===== src/rtl/mul_issue_ctrl.sv =====
// =============================================================================
// mul_issue_ctrl
// -----------------------------------------------------------------------------
// RV64M multiply sequencer for the execute stage. It sits between the pipeline
// and the iterative unsigned multiplier core. It:
//   - conditions the operands (absolute value for signed sources, zero
//     extension of the low words for MULW) and remembers whether the final
//     product has to be negated,
//   - launches the core and holds its operands stable until the core reports
//     done,
//   - captures the 128-bit unsigned product, applies the two's-complement
//     sign fix-up and selects the rd value for the opcode,
//   - presents the result on a valid/ready handshake. Only one operation is
//     in flight at a time.
//
// Ports
//   clk         in   1      clock, all state changes on posedge
//   reset       in   1      synchronous active-high reset
//   flush       in   1      pipeline flush, kills any in-flight operation
//   in_valid    in   1      request valid
//   in_ready    out  1      request accepted when high (IDLE and no flush)
//   in_op       in   OP_W   0 MUL, 1 MULH, 2 MULHSU, 3 MULHU, 4 MULW, 5-7 illegal
//   in_a, in_b  in   XLEN   rs1 / rs2 values
//   out_valid   out  1      result valid, held until out_ready
//   out_ready   in   1      consumer accepts the result
//   out_result  out  XLEN   final rd value
//   mul_valid   out  1      core enable, high for the whole core operation
//   mul_a/mul_b out  XLEN   unsigned operands to the core
//   mul_done    in   1      one-cycle pulse, mul_prod valid
//   mul_prod    in   2*XLEN unsigned product from the core
//   busy        out  1      high in every state except IDLE
//
// Build option
//   MUL_ZERO_BYPASS_EN : when defined, an operation whose conditioned operand
//   is zero skips the core and goes straight to the fix-up step with a zero
//   product. When undefined, every legal operation launches the core.
// =============================================================================
module mul_issue_ctrl #(
    parameter int XLEN = 64,
    parameter int OP_W = 3
) (
    input  logic              clk,
    input  logic              reset,
    input  logic              flush,
    input  logic              in_valid,
    output logic              in_ready,
    input  logic [OP_W-1:0]   in_op,
    input  logic [XLEN-1:0]   in_a,
    input  logic [XLEN-1:0]   in_b,
    output logic              out_valid,
    input  logic              out_ready,
    output logic [XLEN-1:0]   out_result,
    output logic              mul_valid,
    output logic [XLEN-1:0]   mul_a,
    output logic [XLEN-1:0]   mul_b,
    input  logic              mul_done,
    input  logic [2*XLEN-1:0] mul_prod,
    output logic              busy
);

    localparam logic [OP_W-1:0] OP_MUL    = OP_W'(0);
    localparam logic [OP_W-1:0] OP_MULH   = OP_W'(1);
    localparam logic [OP_W-1:0] OP_MULHSU = OP_W'(2);
    localparam logic [OP_W-1:0] OP_MULHU  = OP_W'(3);
    localparam logic [OP_W-1:0] OP_MULW   = OP_W'(4);

    typedef enum logic [2:0] {
        S_IDLE,
        S_ISSUE,
        S_WAIT,
        S_FIXUP,
        S_DONE
    } state_t;

    state_t              state_q, state_d;
    logic [OP_W-1:0]     op_q;
    logic                neg_q;
    logic [XLEN-1:0]     mul_a_q, mul_b_q;
    logic [2*XLEN-1:0]   prod_q;
    logic [XLEN-1:0]     out_result_q;

    logic [XLEN-1:0]     abs_a, abs_b;
    logic [XLEN-1:0]     cond_a, cond_b;
    logic                cond_neg;
    logic                op_legal;
    logic                zero_byp;
    logic                skip_core;
    logic                accept;
    logic [2*XLEN-1:0]   fix_p;
    logic [XLEN-1:0]     sel_result;

    // Handshake and status outputs. Flush masks mul_valid/out_valid in the
    // flush cycle itself, so the core and the consumer see the kill at once.
    assign in_ready   = (state_q == S_IDLE) && !flush;
    assign busy       = (state_q != S_IDLE);
    assign mul_valid  = ((state_q == S_ISSUE) || (state_q == S_WAIT)) && !flush;
    assign out_valid  = (state_q == S_DONE) && !flush;
    assign out_result = out_result_q;
    assign mul_a      = mul_a_q;
    assign mul_b      = mul_b_q;

    assign accept = in_ready && in_valid;

    // The core is unsigned, so signed sources are fed as magnitudes and the
    // sign is reapplied afterwards. The magnitude of the most negative value
    // is 2^(XLEN-1), which still fits as an unsigned operand.
    assign abs_a = in_a[XLEN-1] ? (~in_a + XLEN'(1)) : in_a;
    assign abs_b = in_b[XLEN-1] ? (~in_b + XLEN'(1)) : in_b;

    // Operand conditioning per opcode. Illegal opcodes never reach the core
    // and finish with a zero product.
    always_comb begin
        cond_a   = in_a;
        cond_b   = in_b;
        cond_neg = 1'b0;
        op_legal = 1'b1;
        case (in_op)
            OP_MUL, OP_MULHU: begin
                cond_a = in_a;
                cond_b = in_b;
            end
            OP_MULH: begin
                cond_a   = abs_a;
                cond_b   = abs_b;
                cond_neg = in_a[XLEN-1] ^ in_b[XLEN-1];
            end
            OP_MULHSU: begin
                cond_a   = abs_a;
                cond_neg = in_a[XLEN-1];
            end
            OP_MULW: begin
                cond_a = {{(XLEN-32){1'b0}}, in_a[31:0]};
                cond_b = {{(XLEN-32){1'b0}}, in_b[31:0]};
            end
            default: begin
                cond_a   = '0;
                cond_b   = '0;
                op_legal = 1'b0;
            end
        endcase
    end

`ifdef MUL_ZERO_BYPASS_EN
    // A zero operand makes the product zero, so the core launch is skipped.
    assign zero_byp = (cond_a == '0) || (cond_b == '0);
`else
    assign zero_byp = 1'b0;
`endif

    assign skip_core = !op_legal || zero_byp;

    // Two's-complement negation of the full 128-bit product when the
    // operand signs call for it, then the rd slice for the opcode.
    assign fix_p = neg_q ? (~prod_q + (2*XLEN)'(1)) : prod_q;

    always_comb begin
        sel_result = '0;
        case (op_q)
            OP_MUL:                        sel_result = fix_p[XLEN-1:0];
            OP_MULH, OP_MULHSU, OP_MULHU:  sel_result = fix_p[2*XLEN-1:XLEN];
            OP_MULW:                       sel_result = {{(XLEN-32){fix_p[31]}}, fix_p[31:0]};
            default:                       sel_result = '0;
        endcase
    end

    // State register.
    always_ff @(posedge clk) begin
        if (reset) begin
            state_q <= S_IDLE;
        end else begin
            state_q <= state_d;
        end
    end

    // Next-state logic. Flush wins over everything, including a mul_done
    // arriving in the same cycle and an out_ready in DONE.
    always_comb begin
        state_d = state_q;
        if (flush) begin
            state_d = S_IDLE;
        end else begin
            case (state_q)
                S_IDLE: begin
                    if (in_valid) begin
                        state_d = skip_core ? S_FIXUP : S_ISSUE;
                    end
                end
                S_ISSUE: state_d = S_WAIT;
                S_WAIT: begin
                    if (mul_done) begin
                        state_d = S_FIXUP;
                    end
                end
                S_FIXUP: state_d = S_DONE;
                S_DONE: begin
                    if (out_ready) begin
                        state_d = S_IDLE;
                    end
                end
                default: state_d = S_IDLE;
            endcase
        end
    end

    // Datapath registers: operands and sign flag captured at accept, product
    // captured on the core's done pulse (only while waiting for it), result
    // computed once in FIXUP and held through DONE.
    always_ff @(posedge clk) begin
        if (reset) begin
            op_q         <= '0;
            neg_q        <= 1'b0;
            mul_a_q      <= '0;
            mul_b_q      <= '0;
            prod_q       <= '0;
            out_result_q <= '0;
        end else begin
            if (accept) begin
                op_q    <= in_op;
                neg_q   <= cond_neg;
                mul_a_q <= cond_a;
                mul_b_q <= cond_b;
                if (skip_core) begin
                    prod_q <= '0;
                end
            end
            if ((state_q == S_WAIT) && mul_done && !flush) begin
                prod_q <= mul_prod;
            end
            if ((state_q == S_FIXUP) && !flush) begin
                out_result_q <= sel_result;
            end
        end
    end

endmodule


===== config.mk =====
export PLATFORM = sky130hd
export DESIGN_NAME = mul_issue_ctrl
export DESIGN_NICKNAME = d
export VERILOG_FILES = /design/src/rtl/mul_issue_ctrl.sv
export SDC_FILE = /design/constraint.sdc
export NUM_CORES = 1
export LEC_CHECK = 0
export CORE_MARGIN = 5
export CORE_UTILIZATION = 50
export DETAILED_ROUTE_END_ITERATION = 8
export GPL_TIMING_DRIVEN = 0
export PLACE_DENSITY_LB_ADDON = 0.12
export SLEW_MARGIN = 20
export SYNTH_ARGS = -nofsm -noshare
export SYNTH_HDL_FRONTEND = slang
export SYNTH_SLANG_ARGS = --single-unit

===== constraint.sdc =====
create_clock -name clk -period 4.4 [get_ports clk]
set_clock_uncertainty 0.15 [all_clocks]
set_input_delay 0.66 -clock clk [delete_from_list [all_inputs] [get_ports clk]]
set_output_delay 0.66 -clock clk [all_outputs]
set_load 0.05 [all_outputs]

==> results_dict.tcl, run 1 <==
set metrics [dict create \
    drtIter0Drc 3054 \
    area_growth_syn_to_layout_pct 36.1 \
    vias 21700 \
    drt_wl_total_um 87900 \
    async_flop_share_pct 0 \
    netSwitchingFraction_pct 32.1 \
    hold_path.class "flip-flop to flip-flop" \
    finalSetupViolations 2 \
    postRouteAntennaNets 0 \
    cp_slowest_cell "or4_1" \
    synth_xor_area_share_pct 9.61 \
    die_area_um2 39600 \
    insertion_delay_ns 0.59 \
    cp.arrival_ns 4.74 \
    netSwitchingPower_uw 2570 \
    cts_tree "built" \
    netlist.area_leader.share_pct 36.6 \
    required_ns 4.71 \
    cts_hold_buffers 0 \
    synth_adder_area_share_pct 0.210 \
    leakage_uw 0.00863 \
    die_w_um 199 \
    drc_errors 0 \
    fp-row-count 69 \
    clock-root-buffer "clkbuf_16" \
    synthFlopType "dfxtp_1" \
    ys_ff_latch 327 \
    die_h_um 199 \
    maxCapViolCount 0 \
    synth.area.top_cells "dfxtp_1 (37%), a22oi_1 (7.4%), nor2_1 (6.3%), o21ai_0 (5.0%), xnor2_1 (5.0%)" \
    drive_gt1_share_pct 3.63 \
    synth_simple_gate_area_share_pct 24.5 \
    final_cell_mix "clkdlybuf4s50_1 (458), dfxtp_1 (327), nor2_1 (299)" \
    grt_pass1_wl_um 127000 \
    syn_area_per_cell_um2 7.82 \
    finalHoldViolCount 0 \
    syn_inst 2285 \
    rsz0062_at_grt "true" \
    ios 461 \
    end_kind "flip-flop" \
    power_frac_clock_pct 39.9 \
    place_area_um2 23100 \
    synth_fp_nets 2553 \
    p_seq_share_pct 38.5 \
    cts_max_path_buffers 3 \
    yosys.area.top_type "dfxtp_1" \
    crit_chain "or4_1, or3_1, or4_1, or3_4, o21ai_1, o22ai_1, a2111oi_0, nor3_1" \
    internal-power_uw 5440 \
    synthMuxAreaShare_pct 0.742 \
    overflow 0 \
    finalCritPeriodShare_pct 101 \
    reg2regPathDepth 8 \
    port-buffer-count 458 \
    violations "setup timing" \
    fin_crit_ns 4.43 \
    pwr-share-comb_pct 21.6 \
    start_util_pct 50.5 \
    synth_edf_count 0 \
    fmax_ghz 0.226 \
    ir_drop_uv 415 \
    setup_tns_ns -0.0434 \
    nets 3050 \
    vias_per_cell 6.61 \
    synth_compound_area_share_pct 24.8 \
    antenna_found_initial 8 \
    path_max_fanout 6 \
    syn_area_um2 17900 \
    htreeDepth 2 \
    wl_per_cell_um 26.8 \
    globalplace.congestion 1.09 \
    yosys_warnings 0 \
    power_density_nw_per_um2 329 \
    drv_slew 0 \
    cts_resized 0 \
    fin_area_um2 24300 \
    cts_sinks 327 \
    slew-limit-headroom_pct 21.9 \
    cts_made_buffers 36 \
    grt_pass1_vias 20600 \
    status "complete, but fails checks" \
    critPathLaunchType "flip-flop" \
    grt_max_degree 17 \
    final_common_cell "clkdlybuf4s50_1" \
    worst-setup-path-type "flip-flop to flip-flop" \
    worst_pin_slew_ns 1.17 \
    core-area_um2 35400 \
    min_path_cells 2 \
    clkTransAtPathRegs_ns 0.07 \
    synth_top_family_by_area "compound AO/OA/AOI/OAI gates" \
    yosysUniqueCellTypes 78 \
    post_cts_buffers 0 \
    yosysSeqAreaShare_pct 36.6 \
    crit_path_frequent_cell "or4_1" \
    post-dp-hpwl_um 68100 \
    firstDrtPassIters 8 \
    fin_ws_ns -0.0287 \
    track_usage_pct 42.1 \
    power.total_uw 8010 \
    critPathMaxStageDelay_ns 0.75 \
    place_ws_ns -0.0111 \
]
sequential cells by signal, indices dropped and copies added (netlist names):
register and count:
mul_a 64, state_q 3, op_q 3, prod_q 128, mul_b 64, out_result 64
neg_q 1
kinds of logic (layout without fill, tap and decap cells):
family                     count (synthesis)  count (layout)
AOI/OAI and AO/OA                        669             669
xor gates and xnor gates                 196             196
adders and majority gates                  3               3
buffers and inverters                    165             688
DFF                                      327             327
muxes                                     13              13
other                                      0               9
and+or+nand+nor                          912             912
power by group through the flow:
stage                     combinational [uW]  sequential, uW  clock, uW
after floorplan                          713            3280          0
after global placement                  1640            3140          0
after detailed placement                1650            3140          0
after CTS                               1660            3080       3190
after global routing                    1770            3080       3340
final                                   1730            3080       3200
cell type report:
type                       count  area (um2)
buffer                       149         561
clock inverter                17         221
inverter                      16        60.1
clock buffer                  47        1000
antenna                        9        22.5
fill                        2862       11100
multi-input combinational   1793       10700
sequential                   327        6550
tap                          461         577
timing repair buffer         459        4590
worst paths after layout:
| kind | start | endpoint | slack, ns |
|---|---|---|---|
| min reg2reg | mul_b[60] | mul_b[60] | 0.31 |
| min | mul_b[60] | mul_b[60] | 0.31 |
| max reg2reg | prod_q[63] | out_result[51] | -0.03 |
| max | prod_q[63] | out_result[51] | -0.03 |
synthesized netlist by cell type (all sizes together) (6+ instances only):
cell / n
nor2: 300
nand3b: 6
nor4: 61
mux2i: 11
nor3: 87
or4: 33
a22oi: 176
o221ai: 12
a21oi: 103
o41ai: 21
and2: 7
o31a: 6
or3: 37
inv: 15
nand2: 232
nand3: 47
o22ai: 11
dfxtp: 327
xnor2: 101
clkbuf: 133
nand4: 21
buf: 16
o21ai: 178
a221oi: 9
a222oi: 7
o31ai: 45
or2: 19
and3: 12
a31oi: 27
a211oi: 11
xor2: 95
nor2b: 6
nand2b: 18
through the flow:
stage	util, %	hold slack [ns]	std cells
2_1_floorplan	-	0.302	2285
6_report	68.7	0.306	3278
5_1_grt	68.7	0.325	3277
4_1_cts	68.6	0.307	3269
3_3_place_gp	65.1	0.284	3204
3_5_place_dp	65.1	0.293	3205
per-layer routing:
layer  wire length, um  GRT usage (%)  vias to the layer above  part of all wire [%]
met4              8350           32.9                        0                   9.5
li1                  -              -                     9454                     -
met5                 0              0                        -                     0
met2             39000           66.2                     1695                    44
met3             10300           9.84                      457                    12
met1             30300           49.3                    10100                    34
critical path: cells and delay by family, from the launching register on:
kind             cells  cell delay [ns]
AND/OR/NAND/NOR      5             2.32
AO/OA/AOI/OAI        3             1.37
flip-flops           1             0.47
(Power assumes the default switching activity.)
==> run 2: changes to the inputs <==
- CORE_MARGIN: 5 -> 3
==> results_dict.tcl, run 2 (synthesis results as in run 1) <==
set metrics [dict create \
    finalCritPeriodShare_pct 101 \
    regMostFlops "prod_q" \
    cts_hold_buffers 0 \
    worst-setup-path-type "primary input to flip-flop" \
    internal-power_uw 5320 \
    ir_drop_uv 351 \
    postRouteAntennaNets 0 \
    utilization_pct 69.5 \
    ios 461 \
    fmax_ghz 0.225 \
    die_area_um2 38000 \
    clock-root-buffer "clkbuf_16" \
    grt_pass1_wl_um 123000 \
    leakage_uw 0.00861 \
    cts_sinks 327 \
    critPathMaxStageDelay_ns 0.92 \
    fin_crit_ns 4.45 \
    grt_max_degree 14 \
    fin_ws_ns -0.0540 \
    clkTransAtPathRegs_ns 0.06 \
    drive_gt1_share_pct 3.56 \
    cts_tree "built" \
    cp_slowest_cell "nor2_1" \
    nets 3052 \
    die_w_um 195 \
    insertion_delay_ns 0.58 \
    multi_input_area_um2 10700 \
    antenna_found_initial 8 \
    fp-row-count 68 \
    power_frac_clock_pct 38.7 \
    cts_made_buffers 37 \
    cts_max_path_buffers 3 \
    vias_per_cell 6.68 \
    drtIter0Drc 3276 \
    fill_cells 2804 \
    finalSetupViolations 1 \
    port-buffer-count 458 \
    drt_wl_total_um 85000 \
    track_usage_pct 41.8 \
    vias 21800 \
    htreeDepth 2 \
    slew-limit-headroom_pct 22.7 \
    maxCapViolCount 0 \
    overflow 0 \
    wl_per_cell_um 26.0 \
    netSwitchingPower_uw 2490 \
    required_ns 4.70 \
    path_max_fanout 10 \
    start_util_pct 51.2 \
    cp.arrival_ns 4.75 \
    ff_latch_area_um2 6550 \
    finalHoldViolCount 0 \
    status "complete, but fails checks" \
    netSwitchingFraction_pct 31.9 \
    crit_family "simple AND/OR/NAND/NOR gates" \
    hold_path.class "flip-flop to flip-flop" \
    power_density_nw_per_um2 322 \
    firstDrtPassIters 7 \
    core-area_um2 34900 \
    grt_pass1_vias 19900 \
    pwr-share-comb_pct 22.0 \
    violations "setup timing" \
    largest_reg_flops 128 \
    end_kind "flip-flop" \
    cp_num_buf_inv 3 \
    final_common_cell "clkdlybuf4s50_1" \
    crit_chain "clkdlybuf4s50_1, or2_2, clkbuf_1, nor2_1, nand2_1, nor2_1, nand2_1, clkbuf_1, o221ai_1" \
    place_ws_ns -0.129 \
    drv_slew 0 \
    area_growth_syn_to_layout_pct 35.6 \
    drc_errors 0 \
    die_h_um 195 \
    worst_pin_slew_ns 1.16 \
    final_cell_mix "clkdlybuf4s50_1 (458), dfxtp_1 (327), nor2_1 (300)" \
    rsz0062_at_grt "false" \
    p_seq_share_pct 39.4 \
    post-dp-hpwl_um 65400 \
    critPathLaunchType "primary input" \
    globalplace.congestion 1.13 \
]
[run 2: cell count changes in the layout (fill, tap and decap cells not counted), sizes merged]
cell | before | now
clkinv | 6 | 11
inv | 20 | 16
clkinvlp | 4 | 1
bufinv | 3 | 1
buf | 17 | 18
clkbuf | 180 | 181
diode | 9 | 8
[run 2: what timing repair did]
item                                    in CTS  in global routing
buffers inserted                             0                  2
endpoints found under the setup margin       0                  4
endpoints found under the hold margin        0                  0
resized for setup                            0                  3
[run 2: tightest hold or removal path: stages, from the launching register on]
cell and delay [ns]:
dfxtp_1 0.32, nand2_1 0.04, o21ai_0 0.05
[run 2: layout make-up]
cell class	instances	share of cell area, %
multi-input combinational	1793	44.3
sequential	327	27.0
timing repair buffer	460	19.0
clock buffer	48	4.20
tap	455	2.35
buffer	149	2.31
clock inverter	13	0.506
inverter	16	0.248
antenna	8	0.0826
[run 2: power groups by stage]
stage	Sequential [uW]	Clock, uW	Combinational (uW)
after floorplan	3280	0	713
after global placement	3140	0	1600
after detailed placement	3140	0	1620
after CTS	3080	3010	1630
after global routing	3080	3140	1770
final	3080	3020	1720
[run 2: worst paths after layout]
check,slack [ns],from,depth (start not counted),endpoint
hold / removal,0.30,mul_b[59],2,mul_b[59]
setup / recovery,-0.05,flush,9,out_result[17]
setup reg to reg,0.06,prod_q[0],10,out_result[46]
hold reg to reg,0.30,mul_b[59],2,mul_b[59]
[run 2: layer usage]
metal,up-vias,GRT usage (%),wire length [um]
met4,2,21.1,5160
met1,10200,56.3,32600
met3,341,10.5,11300
met2,1808,62.4,35900
met5,-,0,13
li1,9463,-,-
[run 2: per-stage QoR]
step / instance area, um2 / TNS, ns / power (uW) / instances / hold slack (ns)
6_report: 24200 / -0.0540 / 7810 / 3269 / 0.303
5_1_grt: 24200 / 0 / 7990 / 3267 / 0.323
4_1_cts: 24200 / 0 / 7710 / 3259 / 0.302
3_5_place_dp: 23000 / -0.960 / 4760 / 3198 / 0.293
3_3_place_gp: 23000 / -0.399 / 4740 / 3198 / 0.284
2_1_floorplan: 17900 / 0 / 3990 / 2285 / 0.302
